### config.mk
export PLATFORM = sky130hd
export DESIGN_NAME = spi_cmd_master
export DESIGN_NICKNAME = d
export VERILOG_FILES = /design/src/rtl/spi_cmd_master.sv
export SDC_FILE = /design/constraint.sdc
export NUM_CORES = 1
export LEC_CHECK = 0
export BUFFER_PORTS_ARGS = -buffer_cell sky130_fd_sc_hd__buf_4
export CAP_MARGIN = 20
export CORE_MARGIN = 10
export CORE_UTILIZATION = 54
export CTS_CLUSTER_SIZE = 12
export DETAILED_ROUTE_END_ITERATION = 16
export PLACE_DENSITY_LB_ADDON = 0.2
export REMOVE_ABC_BUFFERS = 1
export SLEW_MARGIN = 40
export SYNTH_ARGS = -nofsm -noshare
export SYNTH_HDL_FRONTEND = slang
export SYNTH_SLANG_ARGS = --single-unit
### constraint.sdc
create_clock -name clk -period 2.2 [get_ports clk]
set_input_delay 0.11 -clock clk [delete_from_list [all_inputs] [get_ports clk]]
set_output_delay 0.11 -clock clk [all_outputs]
set_load 0.01 [all_outputs]
### src/rtl/spi_cmd_master.sv
// SPI command master: serializes 11-bit header+payload frames on mosi.
// For read-data commands it also shifts an 8-bit response in from miso.
// Mode-0 style link: sclk idles low, the slave samples on rise, and mosi
// changes on fall.
module spi_cmd_master #(
    parameter int HALF_DIV      = 2,
    parameter int RD_TURNAROUND = 1,
    parameter int SS_GAP        = 2
) (
    input  logic       clk,
    input  logic       rst_n,
    input  logic       cmd_valid,
    output logic       cmd_ready,
    input  logic [1:0] cmd,
    input  logic [7:0] cmd_data,
    output logic [7:0] rx_data,
    output logic       rx_valid,
    output logic       busy,
    output logic       ss_n,
    output logic       sclk,
    output logic       mosi,
    input  logic       miso
);

    localparam int CW = 16;

    // Terminal counts, pre-sized to the counter width
    localparam logic [CW-1:0] DIV_LAST  = CW'(HALF_DIV - 1);
    localparam logic [CW-1:0] TX_LAST   = CW'(21);
    localparam logic [CW-1:0] RX_LAST   = CW'(15);
    localparam logic [CW-1:0] TURN_LAST = CW'((RD_TURNAROUND > 0) ? (2 * RD_TURNAROUND - 1) : 0);
    localparam logic [CW-1:0] GAP_LAST  = CW'((SS_GAP > 0) ? (SS_GAP - 1) : 0);

    typedef enum logic [2:0] {
        IDLE,
        SETUP,
        TX,
        TURN,
        RX,
        HOLD,
        GAP
    } state_t;

    state_t          state_reg;
    logic [CW-1:0]   div_cnt_reg;   // clk cycles within the current half-period
    logic [CW-1:0]   half_cnt_reg;  // completed half-periods within the phase
    logic [9:0]      shift_reg;     // remaining frame bits; bit 10 goes out at accept
    logic [7:0]      rx_shift_reg;
    logic            is_rd_reg;

    logic div_last;
    logic gap_last;

    assign div_last = (div_cnt_reg == DIV_LAST);
    assign gap_last = (div_cnt_reg == GAP_LAST);

    // Frame sequencer: every output is a register updated here
    always_ff @(posedge clk or negedge rst_n) begin
        if (!rst_n) begin
            state_reg    <= IDLE;
            div_cnt_reg  <= '0;
            half_cnt_reg <= '0;
            shift_reg    <= '0;
            rx_shift_reg <= '0;
            is_rd_reg    <= 1'b0;
            cmd_ready    <= 1'b1;
            busy         <= 1'b0;
            ss_n         <= 1'b1;
            sclk         <= 1'b0;
            mosi         <= 1'b0;
            rx_valid     <= 1'b0;
            rx_data      <= '0;
        end else begin
            rx_valid <= 1'b0;
            case (state_reg)
                IDLE: begin
                    if (cmd_valid && cmd_ready) begin
                        // Frame is cmd[1], cmd[1], cmd[0], data[7:0]
                        state_reg   <= SETUP;
                        shift_reg   <= {cmd, cmd_data};
                        mosi        <= cmd[1];
                        is_rd_reg   <= (cmd == 2'b11);
                        div_cnt_reg <= '0;
                        ss_n        <= 1'b0;
                        sclk        <= 1'b0;
                        cmd_ready   <= 1'b0;
                        busy        <= 1'b1;
                    end
                end

                SETUP: begin
                    if (div_last) begin
                        div_cnt_reg  <= '0;
                        half_cnt_reg <= '0;
                        sclk         <= 1'b1;
                        state_reg    <= TX;
                    end else begin
                        div_cnt_reg <= div_cnt_reg + 1'b1;
                    end
                end

                TX: begin
                    if (div_last) begin
                        div_cnt_reg <= '0;
                        if (half_cnt_reg == TX_LAST) begin
                            // 11 full periods done; sclk is already low
                            half_cnt_reg <= '0;
                            if (!is_rd_reg) begin
                                state_reg <= HOLD;
                            end else if (RD_TURNAROUND > 0) begin
                                state_reg <= TURN;
                                sclk      <= 1'b1;
                            end else begin
                                // First RX rise: capture miso as sclk goes high
                                state_reg    <= RX;
                                sclk         <= 1'b1;
                                rx_shift_reg <= {rx_shift_reg[6:0], miso};
                            end
                        end else begin
                            half_cnt_reg <= half_cnt_reg + 1'b1;
                            sclk         <= ~sclk;
                            if (sclk) begin
                                // Falling edge: present the next frame bit
                                mosi      <= shift_reg[9];
                                shift_reg <= {shift_reg[8:0], 1'b0};
                            end
                        end
                    end else begin
                        div_cnt_reg <= div_cnt_reg + 1'b1;
                    end
                end

                TURN: begin
                    mosi <= 1'b0;
                    if (div_last) begin
                        div_cnt_reg <= '0;
                        if (half_cnt_reg == TURN_LAST) begin
                            half_cnt_reg <= '0;
                            state_reg    <= RX;
                            sclk         <= 1'b1;
                            rx_shift_reg <= {rx_shift_reg[6:0], miso};
                        end else begin
                            half_cnt_reg <= half_cnt_reg + 1'b1;
                            sclk         <= ~sclk;
                        end
                    end else begin
                        div_cnt_reg <= div_cnt_reg + 1'b1;
                    end
                end

                RX: begin
                    mosi <= 1'b0;
                    if (div_last) begin
                        div_cnt_reg <= '0;
                        if (half_cnt_reg == RX_LAST) begin
                            half_cnt_reg <= '0;
                            sclk         <= 1'b0;
                            state_reg    <= HOLD;
                        end else begin
                            half_cnt_reg <= half_cnt_reg + 1'b1;
                            sclk         <= ~sclk;
                            if (!sclk) begin
                                // Rising edge: sample the response bit
                                rx_shift_reg <= {rx_shift_reg[6:0], miso};
                            end
                        end
                    end else begin
                        div_cnt_reg <= div_cnt_reg + 1'b1;
                    end
                end

                HOLD: begin
                    sclk <= 1'b0;
                    mosi <= 1'b0;
                    if (div_last) begin
                        div_cnt_reg <= '0;
                        ss_n        <= 1'b1;
                        if (is_rd_reg) begin
                            rx_data  <= rx_shift_reg;
                            rx_valid <= 1'b1;
                        end
                        if (SS_GAP > 0) begin
                            state_reg <= GAP;
                        end else begin
                            state_reg <= IDLE;
                            cmd_ready <= 1'b1;
                            busy      <= 1'b0;
                        end
                    end else begin
                        div_cnt_reg <= div_cnt_reg + 1'b1;
                    end
                end

                GAP: begin
                    if (gap_last) begin
                        div_cnt_reg <= '0;
                        state_reg   <= IDLE;
                        cmd_ready   <= 1'b1;
                        busy        <= 1'b0;
                    end else begin
                        div_cnt_reg <= div_cnt_reg + 1'b1;
                    end
                end

                default: begin
                    state_reg <= IDLE;
                    ss_n      <= 1'b1;
                    sclk      <= 1'b0;
                    mosi      <= 1'b0;
                    cmd_ready <= 1'b1;
                    busy      <= 1'b0;
                end
            endcase
        end
    end

endmodule

==> run metrics, run 1 <==
PwrDens=between 500 and 600 nW/um^2; Met2 Wirelength=around 3600 um; Core Box Area=between 6000 and 7000 sq um; final instance area=about 4400 sq um; wire length per cell=approximately 16 um; biggest area consumer among synthesized cells=dfrtp_1; crit path kind=reg2reg; Worst R2R Path Depth=8; Final Critical Period=~2200 ps; Ports=28; Final Hold Vio Count=0; Clock Skews=~16 ps; Hold WS=roughly 28 ps; Syn Area/Cell=~10 sq um; worst r2r dst=state_reg[1]; Hold Path Class=in2reg; Slew Limit Headroom=0.593; drt total wl=~8000 um; Ant. Diodes=0; # DRC=0; Seq cells post-synth=approximately 70; Initial DRT Pass Iterations=5; Setup crit end kind=flop; Seq/Total Area, Yosys=0.474; layout cells sized above 1=0.283; worst-path fanout max=5; clk sink count=between 60 and 70; ys async rst share=1.00; ANT nets after route=0; Vias=2950; GRT Residual Overflow=0; Data arrival, critical path=roughly 2400 ps; DR top layer=met4; initial antenna violation count=0; CTS tree=built; post-DP HPWL=5550 um; Reg2Reg Setup Slack=between 20 and 25 ps; clk buf depth=2; CTS clk-pin slew, worst paths=approximately 80 ps; met1 wire length=3950 um; Worst path max stage delay=420 ps; Post-Syn Area=3600 sq um; synthesis-to-layout area growth=21.5%; Synth area leaders=dfrtp_1 (46%), mux2_2 (5.0%), o21ai_0 (3.5%); Final GP Congestion=roughly 0.9; row cnt=29; worst ir drop on vdd=around 0.5 mV; worst r2r src=half_cnt_reg[1]; Final Setup Violations=0; static leakage=1.97 nW; Max Cap Violations=0; crit share post-route=0.990; worst-margin pin slew=611 ps; TritonCTS Buffers=9; die width=a little over 100 um; CP max stage cell=dfrtp_1; fin. max-slew vios=0; first-pass GRT wire length=13700 um; hold path start=cmd[1]; hold-critical path depth=3; GR Util All Layers=0.164; Critical Path RT=~2400 ps; die height=102 um; Synth Instances=360; CTS root buffer=clkbuf_8; die area=10300 sq um; EDFF count, synth=0; synth warn=0; Final Net Count=between 400 and 500; vias per cell=approximately 5.9; upper clock frequency limit=approximately 0.46 GHz; met3 WL=358 um; Startpoint Class=flop; Detailed Route Iter0 Violations=about 180; Worst setup endpoint=state_reg[1]; status=completed; Critical Path Start=half_cnt_reg[1]; Netlist cell types=57; worst-path cell chain=buf_4 > inv_1 > ha_1 > and4b_1 > nand4_1 > and2_4 > or3_4 > o32a_1; ys flop type=dfrtp_1; share of the synthesized area in the top cell type=0.459; vias in the first global route=between 2k and 3k; Placed Area=4050 sq um; Skew-Pair Late Insertion Delay=between 300 and 400 ps; IO buf count=27; largest net degree at the start of global routing=around 70; # H-tree levels=3; initial cell density of the core=0.560
==> final cells by class <==
class,count,area [sq um]
fillers,494,2050
clock inverters,7,105
clock buffers,9,124
well taps,77,96.3
flip-flops and latches,68,1700
repair buffers,65,497
multi-input cells,261,1780
inverters,17,63.8
==> cell families after synthesis <==
logic type / synth area share
AO/OA/AOI/OAI: 0.174
flip-flops: 0.474
buffers and inverters: 0.0438
multiplexers: 0.0501
adder cells (fa/ha/maj): 0.0139
XOR/XNOR: 0.0365
AND/OR/NAND/NOR: 0.208
==> cells in the mapped netlist, types with 2 or more instances <==
master / instances
nand4_1: 8
xnor2_1: 14
nand3_1: 15
nor4_4: 3
and2_1: 3
o21ai_0: 25
nor3b_1: 2
dfrtp_1: 66
a2bb2oi_1: 10
nand2b_1: 2
a211oi_1: 4
dfstp_2: 2
o32ai_1: 2
nor4_1: 6
and3_1: 4
and4b_1: 2
buf_2: 4
nand2_1: 30
clkbuf_1: 7
o22ai_1: 13
ha_1: 4
nor3_1: 16
nor2_1: 25
mux2_2: 16
o31ai_1: 3
a21oi_1: 13
buf_4: 2
inv_1: 17
a31oi_1: 6
or3_1: 5
and4_1: 5
==> report_power, final <==
group	switching, mW	internal [mW]
logic	0.0317	0.0228
clock network	0.538	0.656
registers	0.000704	1.25
==> cell usage in the layout, fill, tap and decap left out, types with 2 or more instances in the layout <==
master | synthesis | layout
dfrtp_1 | 66 | 66
buf_4 | 2 | 62
nand2_1 | 30 | 30
o21ai_0 | 25 | 25
nor2_1 | 25 | 24
inv_1 | 17 | 17
nor3_1 | 16 | 16
mux2_2 | 16 | 16
nand3_1 | 15 | 15
xnor2_1 | 14 | 14
a21oi_1 | 13 | 13
o22ai_1 | 13 | 13
a2bb2oi_1 | 10 | 10
clkbuf_8 | 0 | 9
nand4_1 | 8 | 8
a31oi_1 | 6 | 6
and4_1 | 5 | 5
or3_1 | 5 | 5
nor4_1 | 6 | 4
and3_1 | 4 | 4
a211oi_1 | 4 | 4
nor4_4 | 3 | 3
o31ai_1 | 3 | 3
ha_1 | 4 | 3
nor4_2 | 0 | 2
nor2_2 | 1 | 2
and2_1 | 3 | 2
nand2b_1 | 2 | 2
and4b_1 | 2 | 2
o32ai_1 | 2 | 2
bufinv_16 | 0 | 2
inv_6 | 0 | 2
dfstp_2 | 2 | 2
dlygate4sd3_1 | 0 | 2
==> critical path, delay by kind of cell, from the launching register on <==
kind | cells | cell delay [ps]
AOI/OAI and AO/OA | 1 | 330
and+or+nand+nor | 4 | 950
adders and majority gates | 1 | 160
buffers and inverters | 2 | 210
DFF | 1 | 420
==> through the flow <==
stage | total power [mW] | utilization | TNS, ps | worst slack [ps] | std cells
2_1_floorplan | 1.28 | - | -143 | -62.7 | 346
3_3_place_gp | 1.33 | 0.630 | 0 | 47.9 | 482
3_5_place_dp | 1.33 | 0.630 | 0 | 37.6 | 482
4_1_cts | 2.52 | 0.669 | 0 | 13.9 | 500
5_1_grt | 2.57 | 0.681 | -38.6 | -22.9 | 504
6_report | 2.50 | 0.681 | 0 | 21.4 | 504
==> how the worst min path moves through the flow <==
stage | endpoint | slack (ps)
6_report | is_rd_reg | 30
5_1_grt | shift_reg[0] | 40
4_1_cts | is_rd_reg | 30
3_5_place_dp | half_cnt_reg[5] | 150
3_3_place_gp | half_cnt_reg[8] | 270
2_1_floorplan | busy | -190
==> per-layer routing <==
metal	vias to the layer above	global-route usage
met2	57	0.240
met1	1430	0.225
met4	0	0.0715
li1	1452	-
met3	11	0.0381
met5	-	0
==> timing repair <==
action,CTS,global route
setup endpoints to repair,0,54
buffers inserted,0,4
endpoints found under the hold margin,67,0
gates resized for setup,0,10
hold buffers,2,0
Power figures use the tool's default switching activity.
==> inputs of run 2 (changes only) <==
Settings changed: CAP_MARGIN 20 to 30, PLACE_DENSITY set to 0.76, PLACE_DENSITY_LB_ADDON 0.2 to not set.
==> run metrics, run 2 (synthesis gave the netlist of run 1 again) <==
status=completed; Clock Skews=11.0 ps (-4.96 ps); most common cell after layout, fill and taps aside=dfrtp_1; Clk pwr share=0.455 (-0.023); pre-CTS setup slack=38.7 ps (+1.09 ps); die area=10300 sq um (unchanged); Startpoint Class=flop; Switching Power=0.579 mW (+1.4%); vias in the first global route=2921 (+0.14%); die width=102 um (unchanged); Ports=28 (unchanged); static leakage=1.91 nW (-2.8%); combinational power share=0.023 (about the same); Final Critical Period=2160 ps (-23.5 ps); worst-margin pin slew=616 ps (+5.33 ps); Vias=3010 (+2.0%); initial cell density of the core=0.560 (unchanged); IO buf count=27 (unchanged); Setup crit end kind=flop; vias per cell=6.09 (+4.1%); worst-path fanout max=4 (-1); Final Hold Vio Count=0 (unchanged); clk sink count=68 (unchanged); Core Util, Final=0.669 (-0.0115); Worst R2R Path Depth=8 (unchanged); crit share post-route=0.980 (-0.0107); wire length per cell=16.7 um (+4.8%); drt total wl=8250 um (+2.7%); commonest cells after routing, fill and taps aside=dfrtp_1 (66), buf_4 (50), nand2_1 (30), o21ai_0 (25), nor2_1 (24); first-pass GRT wire length=13800 um (+0.75%); Core Box Area=6420 sq um (unchanged); TritonCTS Buffers=9 (unchanged); PwrDens=557 nW/um^2 (-2.5%); Initial DRT Pass Iterations=5 (unchanged); clk buf depth=2 (unchanged); sequential share of power=0.522 (+0.022); GRT Residual Overflow=0 (unchanged); largest net degree at the start of global routing=69 (unchanged); post-DP HPWL=5630 um (+1.3%); CP max stage cell=or3_4; ANT nets after route=0 (unchanged); # H-tree levels=3 (unchanged); CTS tree=built; fin. max-slew vios=0 (unchanged); worst ir drop on vdd=0.508 mV (+1.9%); crit path kind=reg2reg; Max Cap Violations=0 (unchanged); worst r2r src=half_cnt_reg[1]; GR Util All Layers=0.165 (+0.000949); synthesis-to-layout area growth=19.5%; FF/Latch Area=1700 sq um (unchanged); Final GP Congestion=0.879 (-1.3%); Hold Path Class=in2reg; final std cells w/o fill=494 (-2.0%); worst-path cell chain=buf_6 > inv_2 > ha_2 > and4b_1 > nand4_1 > and2_4 > or3_4 > o32a_1; layout cells sized above 1=0.276 (-0.00759); worst r2r dst=state_reg[1]; Reg2Reg Setup Slack=40 ps (+20 ps); Worst Hold End=shift_reg[0]; Buf+Inv Stages, Crit Path=2 (unchanged); Final Net Count=430 (-2.3%); hold-critical path depth=3 (unchanged); upper clock frequency limit=0.464 GHz (+1.1%); Multi-input gate area=1790 sq um (+0.35%); crit-path leading delay family=simple AND/OR/NAND/NOR gates; Data arrival, critical path=2390 ps (-30 ps); Ant. Diodes=0 (unchanged); initial antenna violation count=0 (unchanged); hold path start=cmd_data[0]; CTS root buffer=clkbuf_8; row cnt=29 (unchanged); total internal power=1.82 mW (-5.8%); fillers=477 (-3.4%); cell count after placement=474 (-1.7%); fin worst setup slack=44.9 ps (+23.5 ps); Final Setup Violations=0 (unchanged); die height=102 um (unchanged); CTS clk-pin slew, worst paths=80 ps (about the same); # DRC=0 (unchanged); Worst path max stage delay=420 ps (about the same); Detailed Route Iter0 Violations=226 (+23%); Slew Limit Headroom=0.589 (-0.00355); Critical Path RT=2430 ps (about the same); Skew-Pair Late Insertion Delay=350 ps (about the same); Switching Fraction=0.242 (+0.0133)
==> run 2: cell types whose count changed in the layout (fill, tap and decap cells not counted), sizes merged <==
cell    delta
clkinv     +1
buf       -10
bufinv     -1
==> run 2: cell type report <==
type | count | area share
clock buffer | 9 | 0.0288
inverter | 17 | 0.0148
multi-input combinational | 261 | 0.416
tap | 77 | 0.0224
clock inverter | 7 | 0.0195
timing repair buffer | 55 | 0.102
sequential | 68 | 0.396
==> run 2: how the worst max path moves through the flow <==
stage | startpoint | to | depth (start not counted)
after floorplan | div_cnt_reg[1] | half_cnt_reg[3] | 7
after global placement | half_cnt_reg[1] | state_reg[1] | 8
after detailed placement | div_cnt_reg[5] | rx_data[6] | 5
after CTS | div_cnt_reg[12] | rx_data[6] | 5
after global routing | half_cnt_reg[1] | state_reg[1] | 8
final | half_cnt_reg[1] | state_reg[1] | 8
==> run 2: power by group through the flow <==
stage | clock [mW] | sequential, mW | combinational [mW]
5_1_grt | 1.16 | 1.25 | 0.0626
4_1_cts | 1.11 | 1.25 | 0.0555
3_3_place_gp | 0 | 1.28 | 0.0520
2_1_floorplan | 0 | 1.28 | 0.00780
6_report | 1.09 | 1.25 | 0.0545
3_5_place_dp | 0 | 1.28 | 0.0527
==> run 2: metal layers <==
metal  part of all wire  GRT usage  up-vias
met4              0.022     0.0605        0
li1                   -          -     1440
met3              0.061     0.0408       23
met2               0.46      0.252      113
met1               0.46      0.220     1434
met5                  0          0        -
==> run 2: per-stage QoR <==
stage	hold slack, ps	cell area, sq um	power (mW)	setup TNS, ps
CTS	10.6	4210	2.41	0
global placement	265	3980	1.33	0
floorplan	-186	3500	1.28	-143
finish	25.1	4300	2.39	0
global route	19.7	4300	2.47	-9.12
detailed placement	274	3980	1.33	0
==> run 2: worst register-to-register path, cell delays in order, from the launching register on <==
cell	delay [ps]
dfrtp_1	400
buf_6	130
inv_2	40
ha_2	160
and4b_1	220
nand4_1	160
and2_4	230
or3_4	420
o32a_1	290
==> run 2: timing repair <==
action                                  4_1_cts  5_1_grt
setup buffers                                 0        2
resized for setup                             0       15
hold buffers                                  2        0
endpoints found under the setup margin        0       39
hold endpoints to repair                     67        0
==> inputs of run 3 (changes only) <==
==> constraint.sdc (replaced) <==
create_clock -name clk -period 2.2 [get_ports clk]
set_input_delay 0.44 -clock clk [delete_from_list [all_inputs] [get_ports clk]]
set_output_delay 0.44 -clock clk [all_outputs]
set_load 0.01 [all_outputs]
==> run metrics, run 3 (synthesis gave the netlist of run 1 again) <==
largest net degree at the start of global routing=36 (-48%); sequential share of power=0.524 (+0.002); Max Cap Violations=0 (unchanged); initial cell density of the core=0.560 (unchanged); Ports=28 (unchanged); layout cells sized above 1=0.276 (unchanged); clk buf depth=2 (unchanged); vias per cell=6.01 (-1.3%); die height=102 um (unchanged); Reg2Reg Setup Slack=70 ps (+20 ps); wire length per cell=16.5 um (-1.4%); combinational power share=0.023 (about the same); Final Net Count=430 (unchanged); Final Critical Period=2130 ps (-23.0 ps); Critical Path RT=2430 ps (about the same); first-pass GRT wire length=13700 um (-0.90%); Detailed Route Iter0 Violations=149 (-34%); Worst R2R Path Depth=8 (unchanged); row cnt=29 (unchanged); Final GP Congestion=0.888 (+1.0%); # DRC=0 (unchanged); GR Util All Layers=0.162 (-0.00257); upper clock frequency limit=0.469 GHz (+1.1%); IO buf count=27 (unchanged); Ant. Diodes=0 (unchanged); Core Box Area=6420 sq um (unchanged); Clk pwr share=0.452 (-0.003); synthesis-to-layout area growth=18.9%; total internal power=1.82 mW (about the same); vias in the first global route=2863 (-2.0%); worst ir drop on vdd=0.538 mV (+5.9%); Switching Power=0.568 mW (-1.9%); most common cell after layout, fill and taps aside=dfrtp_1; post-DP HPWL=5680 um (+0.90%); CTS tree=built; GRT Residual Overflow=0 (unchanged); Slew Limit Headroom=0.628 (+0.0389); TritonCTS Buffers=9 (unchanged); worst-path fanout max=5 (+1); worst r2r src=half_cnt_reg[1]; fin. max-slew vios=0 (unchanged); Final Hold Vio Count=0 (unchanged); die area=10300 sq um (unchanged); # H-tree levels=3 (unchanged); crit path kind=reg2reg; Final Setup Violations=0 (unchanged); worst-margin pin slew=557 ps (-59.0 ps); ANT nets after route=0 (unchanged); static leakage=1.92 nW (+0.30%); initial antenna violation count=0 (unchanged); pre-CTS setup slack=49.3 ps (+10.6 ps); crit share post-route=0.969 (-0.0104); commonest cells after routing, fill and taps aside=dfrtp_1 (65), buf_4 (54), nand2_1 (30), o21ai_0 (25), nor2_1 (24); Setup crit end kind=flop; status=completed; Critical Path Start=half_cnt_reg[1]; Final Power=2.38 mW (-0.44%); Switching Fraction=0.238 (-0.00356); fin worst setup slack=67.9 ps (+23.0 ps); CTS root buffer=clkbuf_8; Data arrival, critical path=2360 ps (-30 ps); PwrDens=557 nW/um^2 (about the same); worst r2r dst=state_reg[1]; drt total wl=8130 um (-1.4%); die width=102 um (unchanged); clk sink count=68 (unchanged); CTS clk-pin slew, worst paths=80 ps (about the same); Hold Path Class=in2async; Vias=2970 (-1.3%); Startpoint Class=flop; Initial DRT Pass Iterations=4 (-1); Skew-Pair Late Insertion Delay=350 ps (about the same); Clock Skews=9.73 ps (-1.23 ps)
[run 3: changes by cell type in the layout (fill, tap and decap cells not counted), sizes merged]
cell	change
dlygate4sd3	-2
buf	+2
[run 3: worst max-delay path: stages, from the launching register on]
cell     delay, ps
dfrtp_1        390
buf_4          150
inv_1           50
ha_1           150
and4b_1        230
nand4_1        150
and2_4         210
or3_4          360
o32a_1         340
[run 3: how the worst max path moves through the flow]
stage / endpoint / slack [ps]
6_report: state_reg[1] / 70
5_1_grt: state_reg[1] / -3
4_1_cts: rx_data[5] / 20
3_5_place_dp: state_reg[1] / 50
3_3_place_gp: state_reg[1] / 70
2_1_floorplan: half_cnt_reg[3] / -60
[run 3: power groups by stage]
| stage | clock, mW | sequential [mW] | combinational (mW) |
|---|---|---|---|
| 3_3_place_gp | 0 | 1.28 | 0.0573 |
| 6_report | 1.08 | 1.25 | 0.0556 |
| 3_5_place_dp | 0 | 1.28 | 0.0579 |
| 5_1_grt | 1.16 | 1.25 | 0.0635 |
| 4_1_cts | 1.10 | 1.25 | 0.0577 |
| 2_1_floorplan | 0 | 1.28 | 0.00780 |
[run 3: per-stage QoR]
stage	instances	cell area (sq um)	setup TNS [ps]	hold WS, ps	utilization
after floorplan	346	3500	-143	144	-
after global placement	475	4000	0	426	0.623
after detailed placement	475	4000	0	427	0.623
after CTS	491	4210	0	53.9	0.656
after global routing	494	4280	-3.40	60.7	0.666
final	494	4280	0	41.1	0.666
[run 3: timing repair]
item | in CTS | in global routing
hold endpoints to repair | 0 | 0
setup endpoints to repair | 1 | 39
hold buffers | 0 | 0
setup buffers | 0 | 3
pin swaps | 0 | 4
resized for setup | 1 | 11
[run 3: cell type report]
class | instances | area [sq um]
flip-flops and latches | 68 | 1710
inverters | 17 | 63.8
clock buffers | 9 | 124
repair buffers | 55 | 425
multi-input cells | 261 | 1780
clock inverters | 7 | 83.8
well taps | 77 | 96.3
fillers | 497 | 2140
[run 3: routing by layer]
metal  vias to the layer above  wire length [um]  global-route usage
li1                       1435                 -                   -
met5                         -                 0                   0
met1                      1466              3920               0.223
met2                        59              3780               0.245
met4                         0               117              0.0517
met3                        10               317              0.0408
